[src/rtl/star_spawn_scheduler.sv]
// Multi-channel spawn/event pulse generator: fixed or LFSR-drawn intervals per channel,
// global pause, and a saturating tally of every pulse issued.
module star_spawn_scheduler #(
    parameter int unsigned NUM_CH    = 4,
    parameter int unsigned CNT_BITS  = 8,
    parameter int unsigned MIN_VAL   = 1,
    parameter int unsigned MAX_VAL   = 30,
    parameter logic [15:0] LFSR_SEED = 16'hACE1,
    localparam int unsigned CFG_W    = (NUM_CH > 1) ? $clog2(NUM_CH) : 1
) (
    input  logic                clk,
    input  logic                resetN,
    input  logic                pause,
    input  logic [NUM_CH-1:0]   ch_en,
    input  logic [NUM_CH-1:0]   ch_random,
    input  logic                cfg_we,
    input  logic [CFG_W-1:0]    cfg_ch,
    input  logic [CNT_BITS-1:0] cfg_period,
    input  logic                cnt_clr,
    output logic [NUM_CH-1:0]   pulse,
    output logic [15:0]         pulse_total
);

    localparam logic [15:0]         LFSR_MASK = 16'hB400;
    localparam logic [15:0]         SEED_EFF  = (LFSR_SEED == 16'h0000) ? 16'h0001 : LFSR_SEED;
    localparam int unsigned         RANGE     = MAX_VAL - MIN_VAL + 1;
    localparam logic [CNT_BITS-1:0] MIN_C     = CNT_BITS'(MIN_VAL);
    localparam logic [CNT_BITS-1:0] MAX_C     = CNT_BITS'(MAX_VAL);
    localparam logic [CNT_BITS-1:0] ONE_C     = CNT_BITS'(1);

    logic [15:0]         lfsr;
    logic [15:0]         lfsr_next;
    logic [CNT_BITS-1:0] per         [NUM_CH];
    logic [CNT_BITS-1:0] cnt         [NUM_CH];
    logic [CNT_BITS-1:0] draw        [NUM_CH];
    logic [CNT_BITS-1:0] next_period [NUM_CH];
    logic [NUM_CH-1:0]   cfg_sel;
    logic [CNT_BITS-1:0] cfg_clamped;
    logic [16:0]         pop;
    logic [16:0]         total_sum;

    always_comb begin
        lfsr_next = {1'b0, lfsr[15:1]} ^ (lfsr[0] ? LFSR_MASK : 16'h0000);
    end

    // Each channel sees the shared LFSR rotated by 2*i so channels do not lock-step.
    always_comb begin
        for (int unsigned i = 0; i < NUM_CH; i++) begin
            draw[i]        = CNT_BITS'(MIN_VAL + (32'(CNT_BITS'({lfsr, lfsr} >> (2 * i))) % RANGE));
            next_period[i] = ch_random[i] ? draw[i] : per[i];
        end
    end

    // Out-of-range channel indices match no channel, so such writes are dropped.
    always_comb begin
        for (int unsigned i = 0; i < NUM_CH; i++) begin
            cfg_sel[i] = cfg_we && (cfg_ch == CFG_W'(i));
        end
    end

    always_comb begin
        if (cfg_period < MIN_C) begin
            cfg_clamped = MIN_C;
        end else if (cfg_period > MAX_C) begin
            cfg_clamped = MAX_C;
        end else begin
            cfg_clamped = cfg_period;
        end
    end

    always_comb begin
        pop = '0;
        for (int unsigned i = 0; i < NUM_CH; i++) begin
            pop = pop + 17'(pulse[i]);
        end
        total_sum = {1'b0, pulse_total} + pop;
    end

    always_ff @(posedge clk) begin
        if (!resetN) begin
            lfsr        <= SEED_EFF;
            pulse       <= '0;
            pulse_total <= '0;
            for (int unsigned i = 0; i < NUM_CH; i++) begin
                per[i] <= MAX_C;
                cnt[i] <= MAX_C;
            end
        end else begin
            lfsr <= lfsr_next;
            for (int unsigned i = 0; i < NUM_CH; i++) begin
                if (cfg_sel[i]) begin
                    per[i] <= cfg_clamped;
                end
                if (!ch_en[i]) begin
                    cnt[i]   <= next_period[i];
                    pulse[i] <= 1'b0;
                end else if (pause) begin
                    pulse[i] <= 1'b0;
                end else if (cnt[i] == ONE_C) begin
                    pulse[i] <= 1'b1;
                    cnt[i]   <= next_period[i];
                end else begin
                    cnt[i]   <= cnt[i] - ONE_C;
                    pulse[i] <= 1'b0;
                end
            end
            if (cnt_clr) begin
                pulse_total <= '0;
            end else if (total_sum[16]) begin
                pulse_total <= '1;
            end else begin
                pulse_total <= total_sum[15:0];
            end
        end
    end

endmodule

[config.mk]
export PLATFORM = sky130hd
export DESIGN_NAME = star_spawn_scheduler
export DESIGN_NICKNAME = d
export VERILOG_FILES = /design/src/rtl/star_spawn_scheduler.sv
export SDC_FILE = /design/constraint.sdc
export NUM_CORES = 1
export LEC_CHECK = 0
export CAP_MARGIN = 0
export CORE_MARGIN = 3
export CORE_UTILIZATION = 45
export CTS_CLUSTER_SIZE = 28
export DETAILED_ROUTE_END_ITERATION = 8
export GPL_TIMING_DRIVEN = 0
export PLACE_DENSITY = 0.65
export SYNTH_ARGS = -nofsm -noshare
export SYNTH_HDL_FRONTEND = slang
export SYNTH_SLANG_ARGS = --single-unit
[constraint.sdc]
create_clock -name clk -period 9.5 [get_ports clk]
set_clock_uncertainty 0.2 [all_clocks]
set_input_delay 2.85 -clock clk [delete_from_list [all_inputs] [get_ports clk]]
set_output_delay 2.85 -clock clk [all_outputs]
set_load 0.02 [all_outputs]
; Yosys cells after proc, flatten, opt, wreduce, memory -nomap -nowiden
; Memories as Yosys holds them, arrays and structs flattened.
; Index checks and enable logic that the tools add are counted.
[totals]
ff_bits = 36
memories = 2
mem_bits_rw = 64
[op_classes]
div = 4
n_mux = 89
n_bitwise = 18
add_sub_neg = 12
n_reduce_logical = 6
magnitude_cmp = 2
eq_ne = 7
[memory_table]
columns = name, words, word_bits, read_ports, rd_clocked_by_memory_dff, write_ports, line
row1 = cnt, 4, 8, 4, 0, 4, 34  ; logic [CNT_BITS-1:0] cnt [NUM_CH];
row2 = per, 4, 8, 4, 0, 4, 33  ; logic [CNT_BITS-1:0] per [NUM_CH];
[ops]
columns = operator, count
row1 = 2-to-1 mux 8 bit, 22
row2 = modulo 8 x 5 -> 32 bit (second input constant), 4
row3 = 2-to-1 mux 1 bit, 65
row4 = adder 1 x 8 -> 8 bit (first input constant), 4
row5 = == test 8 x 1 -> 1 bit (second input constant), 4
row6 = 2-to-1 mux 16 bit, 2
row7 = subtractor 8 x 1 -> 8 bit (second input constant), 4
row8 = adder 16 x 4 -> 17 bit, 1
row9 = OR 1 bit, 16
row10 = bitwise XOR 15 x 16 -> 16 bit, 1
row11 = greater-than comparator 8 x 5 -> 1 bit (second input constant), 1
row12 = < comparator 8 x 1 -> 1 bit (second input constant), 1
row13 = adder 3 x 1 -> 4 bit, 1
row14 = == test 2 bit (second input constant), 2
row15 = logical AND 1 bit, 4
row16 = adder 2 x 1 -> 3 bit, 1
row17 = adder 1 x 1 -> 2 bit, 1
row18 = == test 2 x 1 -> 1 bit (second input constant), 1
row19 = zero test 2 bit, 1
row20 = OR reduction 2 bit, 1
row21 = NOT 1 bit, 1

; Depth between registers and ports, before layout
; An unclocked memory read counts as a cell.
[depth]
word_depth = 9
depth_mapped = 19

; Worst setup path before layout
; Ideal clock, no wire load.
[synth_path]
kind = input port to flip-flop
start = input port resetN
end = memory cnt[0][2], data pin
cell_stages = 8
path_slack_ns = 4.721
required_ns = 9.041
path_buffers = 2
arrival_time_ns = 4.320
path_cell_list = clkbuf_1 > nor2b_1 > nand2_1 > or2_2 > clkbuf_1 > o21ai_0 > a21oi_1 > a211o_1
[synth_lines]
columns = element, line
row1 = from (decl), 12  ; input logic resetN,
row2 = to (decl), 34

==> results.txt <==
----------------------------------------------------
[Synth]
  Area contributors post-synth ... sky130_fd_sc_hd__edfxtp_1 26%, sky130_fd_sc_hd__dfxtp_1 9.6%, sky130_fd_sc_hd__nand2_1 4.4%, sky130_fd_sc_hd__xnor2_1 4.0%, sky130_fd_sc_hd__xor2_1 3.9%
  Most used flip-flop cell after synthesis ... sky130_fd_sc_hd__edfxtp_1
  Netlist Area Pre-Place ... 7480 um2
  Synthesis-stage register bit count ... 100
  Async set-reset flop share out of synthesis ... 0
  Post-synthesis sequential area ratio ... 0.353
  Avg Synthesized Cell Area ... a little under 9 um2
  Number of distinct library cell variants in the gate-level netlist after synthesis ... 82
  Post-synthesis cell count ... around 860
  Synth top area share ... 0.257
  Biggest area consumer among synthesized cells ... sky130_fd_sc_hd__edfxtp_1
  Synth Warn # ... 0
  EDFF count, synth ... 64

[Clock network]
  Count of instances resized after the clock tree is built ... 0
  Clock buffers created by TritonCTS ... 9
  Clock slew at reported path FFs ... roughly 0.070 ns
  Clock tree sinks ... 100
  Hold-fix buffers, CTS ... 0
  Buffer cell driving the clock tree root ... sky130_fd_sc_hd__clkbuf_16
  TritonCTS clock tree ... yes
  Worst-case clock buffer depth ... 2
  Post-CTS setup buffers ... 0
  Level count of the clock H-tree ... 3
  Skew-Pair Late Insertion Delay ... about 0.36 ns

[STA]
  Sum Neg Setup Slack ... 0 ns
  RSZ-0062 raised after global routing ... false
  Shortest period the worst path allows ... ~5.4 ns
  Worst max-slew margin expressed relative to the limit ... 0.204
  Number of max-slew violations in the final report ... 0
  Number of endpoints with negative hold slack in the final report ... 0
  Final count of negative-setup-slack endpoints ... 0
  Slack of the critical path ... slightly above 4 ns
  Final Cycle Share ... 0.566
  Worst-Margin Slew ... roughly 1.2 ns
  Achievable frequency ... around 190 MHz

[Route]
  Drc violations ... 0
  Number of nets still failing antenna checks after routing ... 0
  Number of detailed-route iterations in the first pass ... 5
  Routed WL ... 18500 um
  Routed wire length per instance ... between 15 and 20 um
  Number of vias after detailed routing ... 6517
  Via/cell ratio ... ~5.7
  Initial DRC count ... about 540

[Cells and area]
  Most frequent standard cell in the layout excluding fill and tap cells ... sky130_fd_sc_hd__nand2_1
  Final instance area ... between 8000 and 9000 um2
  Diode insertion count for antenna repair ... 0
  Layout Nets ... 968
  Proportion of layout cells with a drive suffix above 1 ... 0.0551
  Share of the core filled with cells in the final layout ... 0.530
  Area growth from synthesis to final layout ... 13.7%
  Top library cells by usage in the layout, fill and taps aside ... 88 x sky130_fd_sc_hd__nand2_1, 64 x sky130_fd_sc_hd__edfxtp_1, 57 x sky130_fd_sc_hd__nor2_1

[Worst setup path]
  Destination of the critical timing path ... per[3][4]
  Register-to-register setup slack ... between 4 and 5 ns
  Critical Path Source ... resetN
  CP max FO ... 10
  Worst reg2reg endpoint ... cnt[2][3]
  Nature of the critical path endpoint ... flop
  Setup CP Type ... in -> reg
  Most used cell, CP ... sky130_fd_sc_hd__clkbuf_1
  Endpoint required time on the critical path ... a little over 9 ns
  Critical-path top delay cell ... sky130_fd_sc_hd__o21ai_0
  Depth of the critical timing path with buffers and inverters included ... 4
  Critical Path, Cell by Cell ... clkbuf_1 > clkbuf_1 > clkbuf_1 > o21ai_0
  Family with the most delay on the worst path ... buffers and inverters
  Logic depth of the worst register-to-register path ... 16
  Critical Path Max Stage Delay ... roughly 0.64 ns
  Worst Path Buf+Inv ... 3
  Launch point of the worst reg-to-reg path ... lfsr[9]
  CP Launch Type ... primary input
  Data arrival time at the worst-slack endpoint ... ~5.1 ns

[Global route]
  Aggregate global routing overflow ... 0
  Pin count of the biggest net entering global routing ... 18
  Vias in the first global route ... between 6000 and 7000
  Met3 capacity usage during global routing ... 0.0261
  Most Used Layer, Global Route ... met2
  Number of antenna violations at the first check in global routing ... 0
  Total GRT Usage ... 0.207
  Met2 routing resource usage after global routing ... 0.325
  GRT met1 Usage ... 0.304
  First-pass GRT wire length ... 30700 um

[Placement]
  Worst Setup Slack post-DPL ... around 3.8 ns
  Count of buffers inserted at the top-level ports ... 39
  GP Congestion ... a little over 0.9
  Detailed placement HPWL ... 14100 um
  Placement-stage cell area ... roughly 8200 um2

[Floorplan]
  Die Y-Extent ... around 130 um
  Die Footprint ... between 15000 and 20000 um2
  Core Box Area ... about 16000 um2
  Die boundary width ... around 130 um
  Number of ports placed on the die boundary ... 43
  Initial Util ... 0.466
  Floorplan row count ... 46

[Status]
  Run status ... finished, final reports clean

[Job]
  Count of max-cap constraint violations ... 0

[Power and ir drop]
  Static leakage power ... between 3 and 4 nW
  Total power per unit cell area ... around 150 nW/um2
  Peak supply drop ... just under 0.09 mV

[Worst hold path]
  Class of the most critical hold timing path ... reg -> reg

----------------------------------------------------
## synthesized netlist by cell type (4+ instances only)
| master | instances |
|---|---|
| sky130_fd_sc_hd__a211o_1 | 6 |
| sky130_fd_sc_hd__a211oi_1 | 14 |
| sky130_fd_sc_hd__a21boi_0 | 5 |
| sky130_fd_sc_hd__a21o_1 | 5 |
| sky130_fd_sc_hd__a21oi_1 | 55 |
| sky130_fd_sc_hd__a31oi_1 | 16 |
| sky130_fd_sc_hd__a41oi_1 | 6 |
| sky130_fd_sc_hd__and2_1 | 18 |
| sky130_fd_sc_hd__and3_1 | 19 |
| sky130_fd_sc_hd__and4_1 | 4 |
| sky130_fd_sc_hd__buf_1 | 6 |
| sky130_fd_sc_hd__clkbuf_1 | 35 |
| sky130_fd_sc_hd__dfxtp_1 | 36 |
| sky130_fd_sc_hd__edfxtp_1 | 64 |
| sky130_fd_sc_hd__ha_1 | 22 |
| sky130_fd_sc_hd__inv_1 | 37 |
| sky130_fd_sc_hd__mux2_2 | 10 |
| sky130_fd_sc_hd__mux2i_1 | 13 |
| sky130_fd_sc_hd__nand2_1 | 88 |
| sky130_fd_sc_hd__nand2b_1 | 17 |
| sky130_fd_sc_hd__nand3_1 | 28 |
| sky130_fd_sc_hd__nand3b_1 | 10 |
| sky130_fd_sc_hd__nand4_1 | 11 |
| sky130_fd_sc_hd__nor2_1 | 57 |
| sky130_fd_sc_hd__nor2b_1 | 10 |
| sky130_fd_sc_hd__nor3_1 | 20 |
| sky130_fd_sc_hd__nor3b_1 | 4 |
| sky130_fd_sc_hd__nor4b_1 | 7 |
| sky130_fd_sc_hd__o211a_1 | 4 |
| sky130_fd_sc_hd__o211ai_1 | 18 |
| sky130_fd_sc_hd__o21a_1 | 6 |
| sky130_fd_sc_hd__o21ai_0 | 34 |
| sky130_fd_sc_hd__o221ai_1 | 6 |
| sky130_fd_sc_hd__o22ai_1 | 7 |
| sky130_fd_sc_hd__o31ai_1 | 5 |
| sky130_fd_sc_hd__or2_2 | 8 |
| sky130_fd_sc_hd__or3_1 | 6 |
| sky130_fd_sc_hd__or4_1 | 6 |
| sky130_fd_sc_hd__xnor2_1 | 34 |
| sky130_fd_sc_hd__xor2_1 | 33 |
## area by class of cell
| type | count | area, um2 |
|---|---|---|
| Buffer | 47 | 203 |
| Multi-Input combinational cell | 684 | 4530 |
| Tap cell | 216 | 270 |
| Inverter | 39 | 146 |
| Fill cell | 1479 | 7550 |
| Sequential cell | 100 | 2640 |
| Clock buffer | 14 | 308 |
| Clock inverter | 2 | 18.8 |
| Timing Repair Buffer | 39 | 390 |
## metrics by stage
step	power, W	cells	hold WS, ns
finish	0.00126	1141	0.237
CTS	0.00126	1141	0.246
global placement	0.000866	1125	0.220
global route	0.00133	1141	0.263
floorplan	0.000783	870	0.212
detailed placement	0.000867	1125	0.227
## sequential cells by signal (all words and copies together) (netlist names)
| name | flops |
|---|---|
| pulse | 4 |
| pulse_total | 16 |
| cnt | 32 |
| lfsr | 16 |
| per | 32 |
## report_power, final
| group | leakage [nW] | switching [W] | total [W] | internal (W) |
|---|---|---|---|---|
| combinational | 1.96 | 0.000205 | 0.000347 | 0.000142 |
| sequential | 0.933 | 0.0000211 | 0.000517 | 0.000496 |
| clock | 0.156 | 0.000171 | 0.000399 | 0.000228 |
## logic make-up after synthesis
kind of cell,synth area share
XOR/XNOR,0.0815
AO/OA/AOI/OAI,0.205
buffers and inverters,0.0467
AND/OR/NAND/NOR,0.232
flip-flops,0.353
adder cells (fa/ha/maj),0.0488
multiplexers,0.0324
other,0.000501
## how the worst min path moves through the flow
| stage | from | end | slack, ns | cells past startpoint |
|---|---|---|---|---|
| final | lfsr[15] | lfsr[14] | 0.24 | 1 |
| after global placement | lfsr[15] | lfsr[14] | 0.22 | 1 |
| after floorplan | lfsr[15] | lfsr[14] | 0.21 | 1 |
| after detailed placement | lfsr[15] | lfsr[14] | 0.23 | 1 |
| after global routing | lfsr[15] | lfsr[14] | 0.26 | 1 |
| after CTS | lfsr[15] | lfsr[14] | 0.25 | 1 |
## metal layers
metal / up-vias / routed length (um)
met4: 0 / 255
met5: - / 0
met2: 194 / 8440
li1: 3285 / -
met1: 3017 / 8860
met3: 21 / 950
Power figures use the tool's default switching activity.
